File: src/rtl/accumulator_controller.sv
// accumulator_controller: per-output clear/accumulate/drain/store sequencing for the column accumulator.
// ARR_SIZE is informational only; it does not affect the logic.
module accumulator_controller #(
    parameter int ARR_SIZE     = 4,
    parameter int ADDR_W       = 4,
    parameter int CNT_W        = 8,
    parameter int DRAIN_CYCLES = 2
) (
    input  logic              clk,
    input  logic              rst,
    input  logic              start,
    input  logic [CNT_W-1:0]  num_tiles,
    input  logic [CNT_W-1:0]  num_outputs,
    input  logic [ADDR_W-1:0] base_addr,
    input  logic              abort,
    input  logic              psum_valid,
    output logic              psum_ready,
    output logic              acc_reset,
    output logic              store_output,
    output logic [ADDR_W-1:0] op_buffer_address,
    output logic              busy,
    output logic              done,
    output logic              cmd_err
);
    localparam int DW = $clog2(DRAIN_CYCLES + 2);

    typedef enum logic [2:0] {IDLE, CLEAR, ACCUM, DRAIN, STORE, DONE} state_t;

    state_t            state, state_n;
    logic [CNT_W-1:0]  tiles_q, outs_q, beat_cnt, out_cnt;
    logic [ADDR_W-1:0] addr, op_addr;
    logic [DW-1:0]     drain_cnt;
    logic              cmd_ok, err_q;

    if (ARR_SIZE < 1) begin : g_arr_check
        $error("ARR_SIZE must be positive");
    end

    assign cmd_ok            = start && num_tiles != '0 && num_outputs != '0;
    assign psum_ready        = state == ACCUM;
    assign acc_reset         = state == CLEAR;
    assign store_output      = state == STORE;
    assign busy              = state != IDLE;
    assign done              = state == DONE;
    assign cmd_err           = err_q;
    assign op_buffer_address = op_addr;

    always_comb begin
        state_n = state;
        case (state)
            IDLE:    state_n = cmd_ok ? CLEAR : IDLE;
            CLEAR:   state_n = ACCUM;
            ACCUM:   if (psum_valid && beat_cnt == tiles_q - CNT_W'(1))
                         state_n = (DRAIN_CYCLES == 0) ? STORE : DRAIN;
            DRAIN:   if (drain_cnt + DW'(1) == DW'(DRAIN_CYCLES)) state_n = STORE;
            STORE:   state_n = (out_cnt == outs_q - CNT_W'(1)) ? DONE : CLEAR;
            DONE:    state_n = IDLE;
            default: state_n = IDLE;
        endcase
        // abort wins over every other transition; an in-flight STORE still shows its cycle
        if (abort && state != IDLE) state_n = IDLE;
    end

    always_ff @(posedge clk or posedge rst) begin
        if (rst) state <= IDLE;
        else     state <= state_n;
    end

    always_ff @(posedge clk or posedge rst) begin
        if (rst) begin
            tiles_q   <= '0;
            outs_q    <= '0;
            beat_cnt  <= '0;
            out_cnt   <= '0;
            addr      <= '0;
            op_addr   <= '0;
            drain_cnt <= '0;
            err_q     <= 1'b0;
        end else begin
            err_q <= state == IDLE && start && !cmd_ok;
            if (state_n == STORE) op_addr <= addr;
            case (state)
                IDLE: if (cmd_ok) begin
                    tiles_q <= num_tiles;
                    outs_q  <= num_outputs;
                    addr    <= base_addr;
                    out_cnt <= '0;
                end
                CLEAR: beat_cnt <= '0;
                ACCUM: begin
                    drain_cnt <= '0;
                    if (psum_valid) beat_cnt <= beat_cnt + CNT_W'(1);
                end
                DRAIN: drain_cnt <= drain_cnt + DW'(1);
                STORE: begin
                    addr    <= addr + ADDR_W'(1);
                    out_cnt <= out_cnt + CNT_W'(1);
                end
                default: ;
            endcase
        end
    end
endmodule

File: config.mk
export PLATFORM = sky130hd
export DESIGN_NAME = accumulator_controller
export DESIGN_NICKNAME = d
export VERILOG_FILES = /design/src/rtl/accumulator_controller.sv
export SDC_FILE = /design/constraint.sdc
export NUM_CORES = 1
export LEC_CHECK = 0
export ABC_CLOCK_PERIOD_IN_PS = 1670
export CAP_MARGIN = 10
export CORE_MARGIN = 4
export CORE_UTILIZATION = 46
export CTS_CLUSTER_DIAMETER = 40
export DETAILED_ROUTE_END_ITERATION = 10
export PLACE_DENSITY = 0.76
export SLEW_MARGIN = 20
export SYNTH_ARGS = -nofsm -noshare
export SYNTH_HDL_FRONTEND = slang
export SYNTH_SLANG_ARGS = --single-unit
File: constraint.sdc
create_clock -name clk -period 1.67 [get_ports clk]
set_input_delay 0.334 -clock clk [delete_from_list [all_inputs] [get_ports clk]]
set_output_delay 0.334 -clock clk [all_outputs]
set_load 0.1 [all_outputs]
==> metrics.cfg, run 1 <==
[run_status]
violations=negative setup slack
status=complete, but fails checks

[clocking]
clk_pin_slew_ns=0.08
clock_latency_ns=0.30
numCtsBuffers=5
clockBufferDepth=2
cts_tree=built
clock-sinks=46
cts-root-buf=clkbuf_8
cts.htree.levels=2
holdBufCountCts=0

[timing]
hold_violations=0
fin_skew_ns=0.00401
worst_slack_ns=-0.145
fin_crit_sh_pct=109
fin_setup_tns_ns=-1.49
fmax_mhz=551
tightestPinTransition_ns=0.413
rsz0062_at_grt=yes
setup_violations=33
drv_slew=0
relSlewSlack_pct=72.3
fin_crit_ns=1.81

[worst_hold_path]
hp-class=in2reg
worstHoldStart=num_tiles[1]
min_delay_path_depth=3

[logic_synthesis]
synthTopCellsByCount=nand2_1 (64), dfrtp_1 (46), o21ai_0 (23)
synth_fp_nets=313
syn_area_per_cell_um2=8.97
synth.distinct_cells=44
synth_edf_count=0
async_flop_share_pct=100
netlist_area_um2=2530
ys_ff_latch=46
synthFlopType=dfrtp_1
ys_seq_area_share_pct=45.5
synth_top_area_cell=dfrtp_1
synth.area.top_cells=dfrtp_1 (46%), nand2_1 (9.5%), o21ai_0 (4.6%), xor2_1 (4.5%), xnor2_1 (3.8%)
yosysTopAreaCellShare_pct=45.5
yosys_warnings=0
synthCells=282
synth.most_common_cell=nand2_1

[final_layout]
layout-drive-gt1-share_pct=27.0
final_area_um2=3710
seq_area_um2=1150
utilization_pct=71.3
synthToLayoutAreaGrowth_pct=46.8
nets=389
diodes=0
multi_input_area_um2=1450
num-fill-cells=365

[routing]
wire_per_inst_um=15.3
firstDrtPassIters=4
ant_nets=0
vias_per_cell=5.38
vias=2306
drt-total-wl_mm=6.54
drt_iter0_markers=89
drc=0

[placed_design]
dpl.hpwl_mm=4.36
placed_area_um2=3350
gp_congestion=0.801
portBuffers=34

[die]
pin_count=35
die_y_um=82.1
start_util_pct=48.6
rows=26
die_x_um=82.1
dieArea_um2=6750
design.core.area_um2=5200

[grt]
gr-total-overflow=0
grt_usage_pct=19.4
antenna_found_initial=0
grt_pass1_vias=2279
grt_pass1_wl_mm=10.1
grt_max_degree=47

[power]
vdd.ir_drop.worst_v=0.00135
switching_share_pct=41.7
p_sw_uw=2150
p_leak_uw=0.00170
power.total_uw=5140
p_seq_share_pct=34.8
combPwrFrac_pct=51.6
power_frac_clock_pct=13.6
internal_power_uw=3000
power_density_nw_per_um2=1380

[worst_setup_path]
r2r-start=outs_q[0]
worst_setup_path_end_kind=flip-flop
cp_max_fo=7
worstPathArrival_ns=2.00
critPathRequiredTime_ns=1.85
rr_worst_depth=5
crit_end=addr[3]
crit_type=in2reg
worstReg2RegEnd=state[2]
crit_path_start_kind=input pin
r2r_setup_slack_ns=-0.05
worstSetupStartpoint=num_outputs[7]

[job]
maxCapViolCount=0

## state kept, by name, summed over array words and instances (netlist names)
register	flops
beat_cnt	8
addr	4
out_cnt	8
op_buffer_address	4
drain_cnt	2
state	3
outs_q	8
cmd_err	1
tiles_q	8
## through the flow
stage,instances,worst slack [ns],hold WS (ns)
finish,429,-0.145,0.337
global route,429,-0.286,0.382
CTS,425,-0.0754,0.392
detailed placement,415,-0.307,0.494
global placement,415,-0.306,0.467
floorplan,282,-0.292,0.405
## cells by family (layout without fill, tap and decap cells)
| kind of cell | count (synthesis) | after routing | share of synthesized area (%) |
|---|---|---|---|
| fa+ha+maj | 6 | 6 | 2.97 |
| simple gates | 133 | 133 | 25.6 |
| flops | 46 | 46 | 45.5 |
| mux | 6 | 6 | 2.62 |
| compound gates | 47 | 47 | 11.5 |
| xor+xnor | 24 | 24 | 8.31 |
| buf+inv | 20 | 97 | 3.41 |
## layer usage
layer / wire length, um / track usage [%] / vias up
li1: - / - / 1131
met1: 2890 / 24.8 / 1107
met3: 209 / 3.47 / 15
met2: 3290 / 33.4 / 53
met4: 150 / 5.65 / 0
met5: 0 / 0 / -
## final cells by class
cell class | count | share of cell area, %
multi-input combinational | 216 | 39.0
sequential | 46 | 31.1
timing repair buffer | 80 | 24.1
tap | 70 | 2.36
clock buffer | 7 | 2.33
inverter | 9 | 0.977
clock inverter | 1 | 0.135
## worst min path at each step
stage | slack [ns] | end
finish | 0.34 | tiles_q[1]
global route | 0.38 | tiles_q[1]
CTS | 0.39 | beat_cnt[5]
detailed placement | 0.49 | drain_cnt[1]
global placement | 0.47 | drain_cnt[1]
floorplan | 0.40 | state[1]
## cells in the final DEF, fill, tap and decap left out, drive strengths merged, types with 5 or more instances in the layout
| cell | n |
|---|---|
| nand2 | 64 |
| buf | 55 |
| dfrtp | 46 |
| o21ai | 23 |
| clkdlybuf4s50 | 19 |
| nor2 | 17 |
| xor2 | 13 |
| xnor2 | 11 |
| nor4 | 10 |
| inv | 8 |
| clkbuf | 8 |
| nand2b | 7 |
| a21oi | 7 |
| nand4 | 6 |
| nand3 | 6 |
| and3 | 6 |
| ha | 6 |
| mux2 | 5 |
| dlymetal6s2s | 5 |
## what timing repair did
action / in CTS / in global routing
gates resized for setup: 14 / 41
endpoints found under the setup margin: 25 / 39
pin swaps: 2 / 14
buffers inserted: 2 / 4
cloned: 0 / 1
## power by group through the flow
stage	clock network (uW)	registers (uW)	logic (uW)
floorplan	0	1990	1250
global placement	0	1750	2300
detailed placement	0	1760	2350
CTS	714	1760	2420
global route	754	1830	2870
finish	697	1790	2660
## worst max-delay path, stage by stage
cell and delay, ns:
clkdlybuf4s50_1 0.45, nor4_1 0.39, nand2_1 0.20, buf_6 0.17, a31oi_4 0.17, buf_6 0.15
a21o_1 0.08, a21oi_1 0.05
Note: power is estimated with default switching activity, not from simulation.
==> inputs of run 2 (changes only) <==
- CTS_BUF_LIST: unset -> sky130_fd_sc_hd__clkbuf_2 sky130_fd_sc_hd__clkbuf_4 sky130_fd_sc_hd__clkbuf_8
==> run 2 against run 1 <==
Non-clock buffer count is the same; combinational power about the same; largest power group unchanged; sequential share of layout area is essentially flat; sequential power about the same; the flow still finishes with violations (negative setup slack); largest cell class unchanged; global-route usage stayed put; total power up 0.32%; worst setup slack got worse by 0.011 ns; clock skew is essentially flat; routed wire length about the same; hold slack better by 0.0041 ns.
==> metrics.cfg, run 2 (same netlist as run 1, synthesis figures left out) <==
[clocking]
cts-root-buf=clkbuf_8
numCtsBuffers=5  ; unchanged
clockBufferDepth=2  ; unchanged
clock-sinks=46  ; unchanged
clk_pin_slew_ns=0.08  ; about the same
clock_latency_ns=0.30  ; about the same
cts_tree=built
holdBufCountCts=0  ; unchanged
cts.htree.levels=2  ; unchanged

[final_layout]
final_area_um2=3720  ; +0.10%
layout_common_cells=nand2_1 (63), dfrtp_1 (44), buf_4 (31)
synthToLayoutAreaGrowth_pct=47.0
utilization_pct=71.4  ; +0.072 points
layout-drive-gt1-share_pct=27.3  ; +0.28 points
multi_input_area_um2=1450  ; unchanged
nets=389  ; unchanged
diodes=0  ; unchanged
layout_commonest_cell=nand2_1
fin_cells=429  ; unchanged
num-fill-cells=363  ; -0.55%
seq_area_um2=1150  ; unchanged

[routing]
drt-total-wl_mm=6.54  ; about the same
drc=0  ; unchanged
drt_iter0_markers=92  ; +3.4%
firstDrtPassIters=4  ; unchanged
vias=2329  ; +1.0%
vias_per_cell=5.43  ; +1.0%
wire_per_inst_um=15.2  ; about the same
ant_nets=0  ; unchanged

[power]
vdd.ir_drop.worst_v=0.00135  ; about the same
p_leak_uw=0.00171  ; +0.20%
power_density_nw_per_um2=1390  ; +0.22%

[worst_setup_path]
worstReg2RegEnd=state[2]
r2r_setup_slack_ns=-0.05  ; about the same
worst_setup_path_end_kind=flip-flop
crit_type=in2reg
cp_max_fo=7  ; unchanged
rr_worst_depth=5  ; unchanged
worstPathArrival_ns=2.01  ; about the same
crit_path_start_kind=input pin
r2r-start=outs_q[0]
critPathRequiredTime_ns=1.85  ; about the same

[grt]
grt_pass1_vias=2279  ; unchanged
grt_max_degree=47  ; unchanged
grt_usage_pct=19.4  ; unchanged
antenna_found_initial=0  ; unchanged
grt_pass1_wl_mm=10.1  ; unchanged
gr-total-overflow=0  ; unchanged

[timing]
hold_violations=0  ; unchanged
fin_crit_ns=1.83  ; +0.0109 ns
fin_crit_sh_pct=109  ; +0.65 points
rsz0062_at_grt=yes
setup_violations=33  ; unchanged
fmax_mhz=548  ; -0.60%
relSlewSlack_pct=72.3  ; about the same
fin_setup_tns_ns=-1.69  ; -0.200 ns
tightestPinTransition_ns=0.413  ; +0.0000468 ns
worst_slack_ns=-0.156  ; -0.0109 ns
fin_skew_ns=0.00411  ; +0.0000958 ns
drv_slew=0  ; unchanged

[die]
die_x_um=82.1  ; unchanged
dieArea_um2=6750  ; unchanged
die_y_um=82.1  ; unchanged
pin_count=35  ; unchanged
start_util_pct=48.6  ; unchanged
design.core.area_um2=5200  ; unchanged
rows=26  ; unchanged

[worst_hold_path]
worstHoldStart=num_tiles[1]
min_delay_path_depth=3  ; unchanged
hp-class=in2reg
min_to=tiles_q[1]

[placed_design]
portBuffers=34  ; unchanged
gp_congestion=0.801  ; unchanged
place_inst=415  ; unchanged
placed_area_um2=3350  ; unchanged
pre_cts_slack_ns=-0.307  ; unchanged
dpl.hpwl_mm=4.36  ; unchanged

[run_status]
violations=negative setup slack
status=complete, but fails checks

[job]
maxCapViolCount=0  ; unchanged

[run 2: cell count changes in the layout (fill, tap and decap cells not counted)]
cell	before	now
clkbuf_1	1	0
clkbuf_4	0	1
[run 2: timing repair]
| action | 4_1_cts | 5_1_grt |
|---|---|---|
| setup endpoints to repair | 25 | 39 |
| setup buffers | 2 | 4 |
| cloned | 0 | 1 |
| resized for setup | 14 | 41 |
| pin swaps | 2 | 14 |
[run 2: how the worst max path moves through the flow]
stage / cells past startpoint / slack [ns] / startpoint / to
CTS: 3 / -0.08 / state[1] / acc_reset
finish: 8 / -0.16 / num_outputs[7] / addr[3]
global placement: 8 / -0.31 / num_tiles[7] / addr[3]
floorplan: 4 / -0.29 / state[0] / beat_cnt[0]
detailed placement: 7 / -0.31 / num_outputs[3] / addr[1]
global route: 8 / -0.29 / num_outputs[7] / out_cnt[3]
[run 2: layout make-up]
type	count	share of cell area, %
Clock buffer	7	2.42
Clock inverter	1	0.135
Inverter	9	0.976
Multi-Input combinational cell	216	39.0
Sequential cell	46	31.0
Tap cell	70	2.36
Timing Repair Buffer	80	24.1
[run 2: worst max-delay path, cell delays in order]
cell	delay, ns
clkdlybuf4s50_1	0.45
nor4_1	0.40
nand2_1	0.20
buf_6	0.18
a31oi_4	0.17
buf_6	0.15
a21o_1	0.08
a21oi_1	0.05
[run 2: per-stage QoR]
step           total power (uW)  hold slack (ns)
3_5_place_dp               4110            0.494
3_3_place_gp               4050            0.467
6_report                   5160            0.341
2_1_floorplan              3240            0.405
5_1_grt                    5470            0.382
4_1_cts                    4910            0.392
[run 2: layer usage]
| layer | GRT usage, % | share of wire (%) |
|---|---|---|
| met4 | 5.65 | 2.3 |
| met2 | 33.4 | 51 |
| met1 | 24.8 | 44 |
| met5 | 0 | 0 |
| met3 | 3.47 | 2.9 |
[run 2: where the power goes]
part	switching, uW	leakage, uW	total [uW]	internal, uW
Sequential	375	0.000600	1790	1410
Combinational	1410	0.00105	2660	1250
Clock	364	0.0000517	715	351
==> inputs of run 3 (changes only) <==
- CORE_ASPECT_RATIO: unset -> 2
- MAX_ROUTING_LAYER: unset -> met4
- TNS_END_PERCENT: unset -> 1
==> run 3 against run 2 <==
The flow still finishes with violations (negative setup slack); global-route usage increased by 1.7 points; count of clock-buffer cells in the layout is 2 lower; via count about the same; critical path depth decreased by 5; total power decreased by 0.28%; die area is 1.1% higher; clock skew is 0.0028 ns higher; routed wire length up 0.76%; hold slack better by 0.027 ns; design area fell by 1.2%; register-to-register slack better by 0.04 ns; largest cell class unchanged.
==> metrics.cfg, run 3 (same netlist as run 1, synthesis figures left out) <==
[power]
p_leak_uw=0.00170  ; -0.56%
switching_share_pct=41.1  ; -0.53 points
power_density_nw_per_um2=1400  ; +0.98%
power.total_uw=5140  ; -0.28%
vdd.ir_drop.worst_v=0.000995  ; -26%
p_sw_uw=2110  ; -1.6%
p_seq_share_pct=33.8  ; -0.9 points
combPwrFrac_pct=50.0  ; -1.5 points
internal_power_uw=3030  ; +0.64%
power_frac_clock_pct=16.2  ; +2.3 points

[clocking]
clockBufferDepth=2  ; unchanged
clock-sinks=46  ; unchanged
cts.htree.levels=2  ; unchanged
cts_tree=built
cts-root-buf=clkbuf_8
numCtsBuffers=5  ; unchanged
clk_pin_slew_ns=0.09  ; about the same
clock_latency_ns=0.30  ; about the same
holdBufCountCts=0  ; unchanged

[timing]
tightestPinTransition_ns=0.314  ; -0.0984 ns
fin_crit_ns=1.70  ; -0.125 ns
drv_slew=0  ; unchanged
fin_skew_ns=0.00690  ; +0.00279 ns
setup_violations=5  ; -85%
hold_violations=0  ; unchanged
worst_slack_ns=-0.0312  ; +0.125 ns
rsz0062_at_grt=yes
fin_setup_tns_ns=-0.0857  ; +1.60 ns
fmax_mhz=588  ; +7.3%
relSlewSlack_pct=78.9  ; +6.6 points
fin_crit_sh_pct=102  ; -7.5 points

[final_layout]
synthToLayoutAreaGrowth_pct=45.1
layout_common_cells=nand2_1 (63), buf_4 (46), dfrtp_1 (44)
diodes=0  ; unchanged
layout_commonest_cell=nand2_1
final_area_um2=3670  ; -1.2%
nets=396  ; +1.8%
fin_cells=426  ; -0.70%
layout-drive-gt1-share_pct=28.1  ; +0.84 points

[worst_setup_path]
r2r_setup_slack_ns=-0.01  ; +0.04 ns
worst_setup_path_end_kind=primary output
cp_max_fo=4  ; -3
crit_type=reg2out
worstPathArrival_ns=1.37  ; -0.64 ns
crit_path_start_kind=flip-flop
critPathRequiredTime_ns=1.34  ; -0.51 ns

[grt]
grt_max_degree=47  ; unchanged
gr-total-overflow=0  ; unchanged
grt_pass1_wl_mm=10.7  ; +5.9%
grt_usage_pct=21.1  ; +1.7 points
antenna_found_initial=0  ; unchanged
grt_pass1_vias=2380  ; +4.4%

[routing]
vias=2330  ; +0.043%
firstDrtPassIters=4  ; unchanged
drt_iter0_markers=94  ; +2.2%
drt-total-wl_mm=6.59  ; +0.76%
ant_nets=0  ; unchanged
vias_per_cell=5.47  ; +0.75%
wire_per_inst_um=15.5  ; +1.5%
drc=0  ; unchanged

[worst_hold_path]
hp-class=in2async

[placed_design]
dpl.hpwl_mm=4.92  ; +13%
portBuffers=34  ; unchanged
gp_congestion=0.929  ; +16%
pre_cts_slack_ns=-0.388  ; -0.0807 ns
placed_area_um2=3370  ; +0.75%
place_inst=413  ; -0.48%

[die]
rows=38  ; +46%
pin_count=35  ; unchanged
die_y_um=113  ; +37%
start_util_pct=47.1  ; -1.5 points
design.core.area_um2=5370  ; +3.2%
die_x_um=60.4  ; -26%
dieArea_um2=6820  ; +1.1%

[run_status]
violations=negative setup slack
status=complete, but fails checks

[job]
maxCapViolCount=0  ; unchanged

==> run 3: repair_timing <==
item	4_1_cts	5_1_grt
endpoints found under the setup margin	32	36
pin swaps	5	13
resized for setup	15	29
buffers inserted	4	1
==> run 3: per-layer routing <==
layer,vias to the layer above,GRT usage (%),part of all wire (%)
met5,-,-,0
met4,0,9.84,3.8
met3,17,2.40,2.5
met2,41,38.8,59
met1,1124,20.9,35
li1,1148,-,-
==> run 3: worst max-delay path, cell delays in order, from the launching register on <==
cell and delay [ns]:
dfrtp_1 0.42, buf_6 0.14, nor3b_4 0.28, buf_12 0.22
==> run 3: path summary, 6_finish.rpt <==
check,depth (start not counted),endpoint,startpoint
min reg2reg,2,drain_cnt[1],drain_cnt[1]
max in group asynchronous,3,state[0],rst
min,3,op_buffer_address[2],rst
min in group clk,4,outs_q[2],num_outputs[2]
max,3,acc_reset,state[1]
max reg2reg,5,beat_cnt[7],state[2]
==> run 3: area by class of cell <==
cell class                 count  area (um^2)
sequential                    46         1150
clock buffer                   5         68.8
timing repair buffer          87          883
fill                         394         1700
multi-input combinational    216         1410
inverter                       9         36.3
clock inverter                 3         45.0
tap                           60         75.1
==> run 3: power groups by stage <==
| stage | registers, uW | logic [uW] | clock network (uW) |
|---|---|---|---|
| floorplan | 1990 | 1210 | 0 |
| global placement | 1730 | 2320 | 0 |
| detailed placement | 1750 | 2390 | 0 |
| CTS | 1730 | 2490 | 853 |
| global route | 1780 | 2780 | 889 |
| finish | 1740 | 2570 | 835 |
==> run 3: metrics by stage <==
step | hold WS, ns | utilization, %
floorplan | 0.405 | -
global placement | 0.468 | 62.8
detailed placement | 0.471 | 62.8
CTS | 0.379 | 66.5
global route | 0.396 | 68.3
finish | 0.368 | 68.3
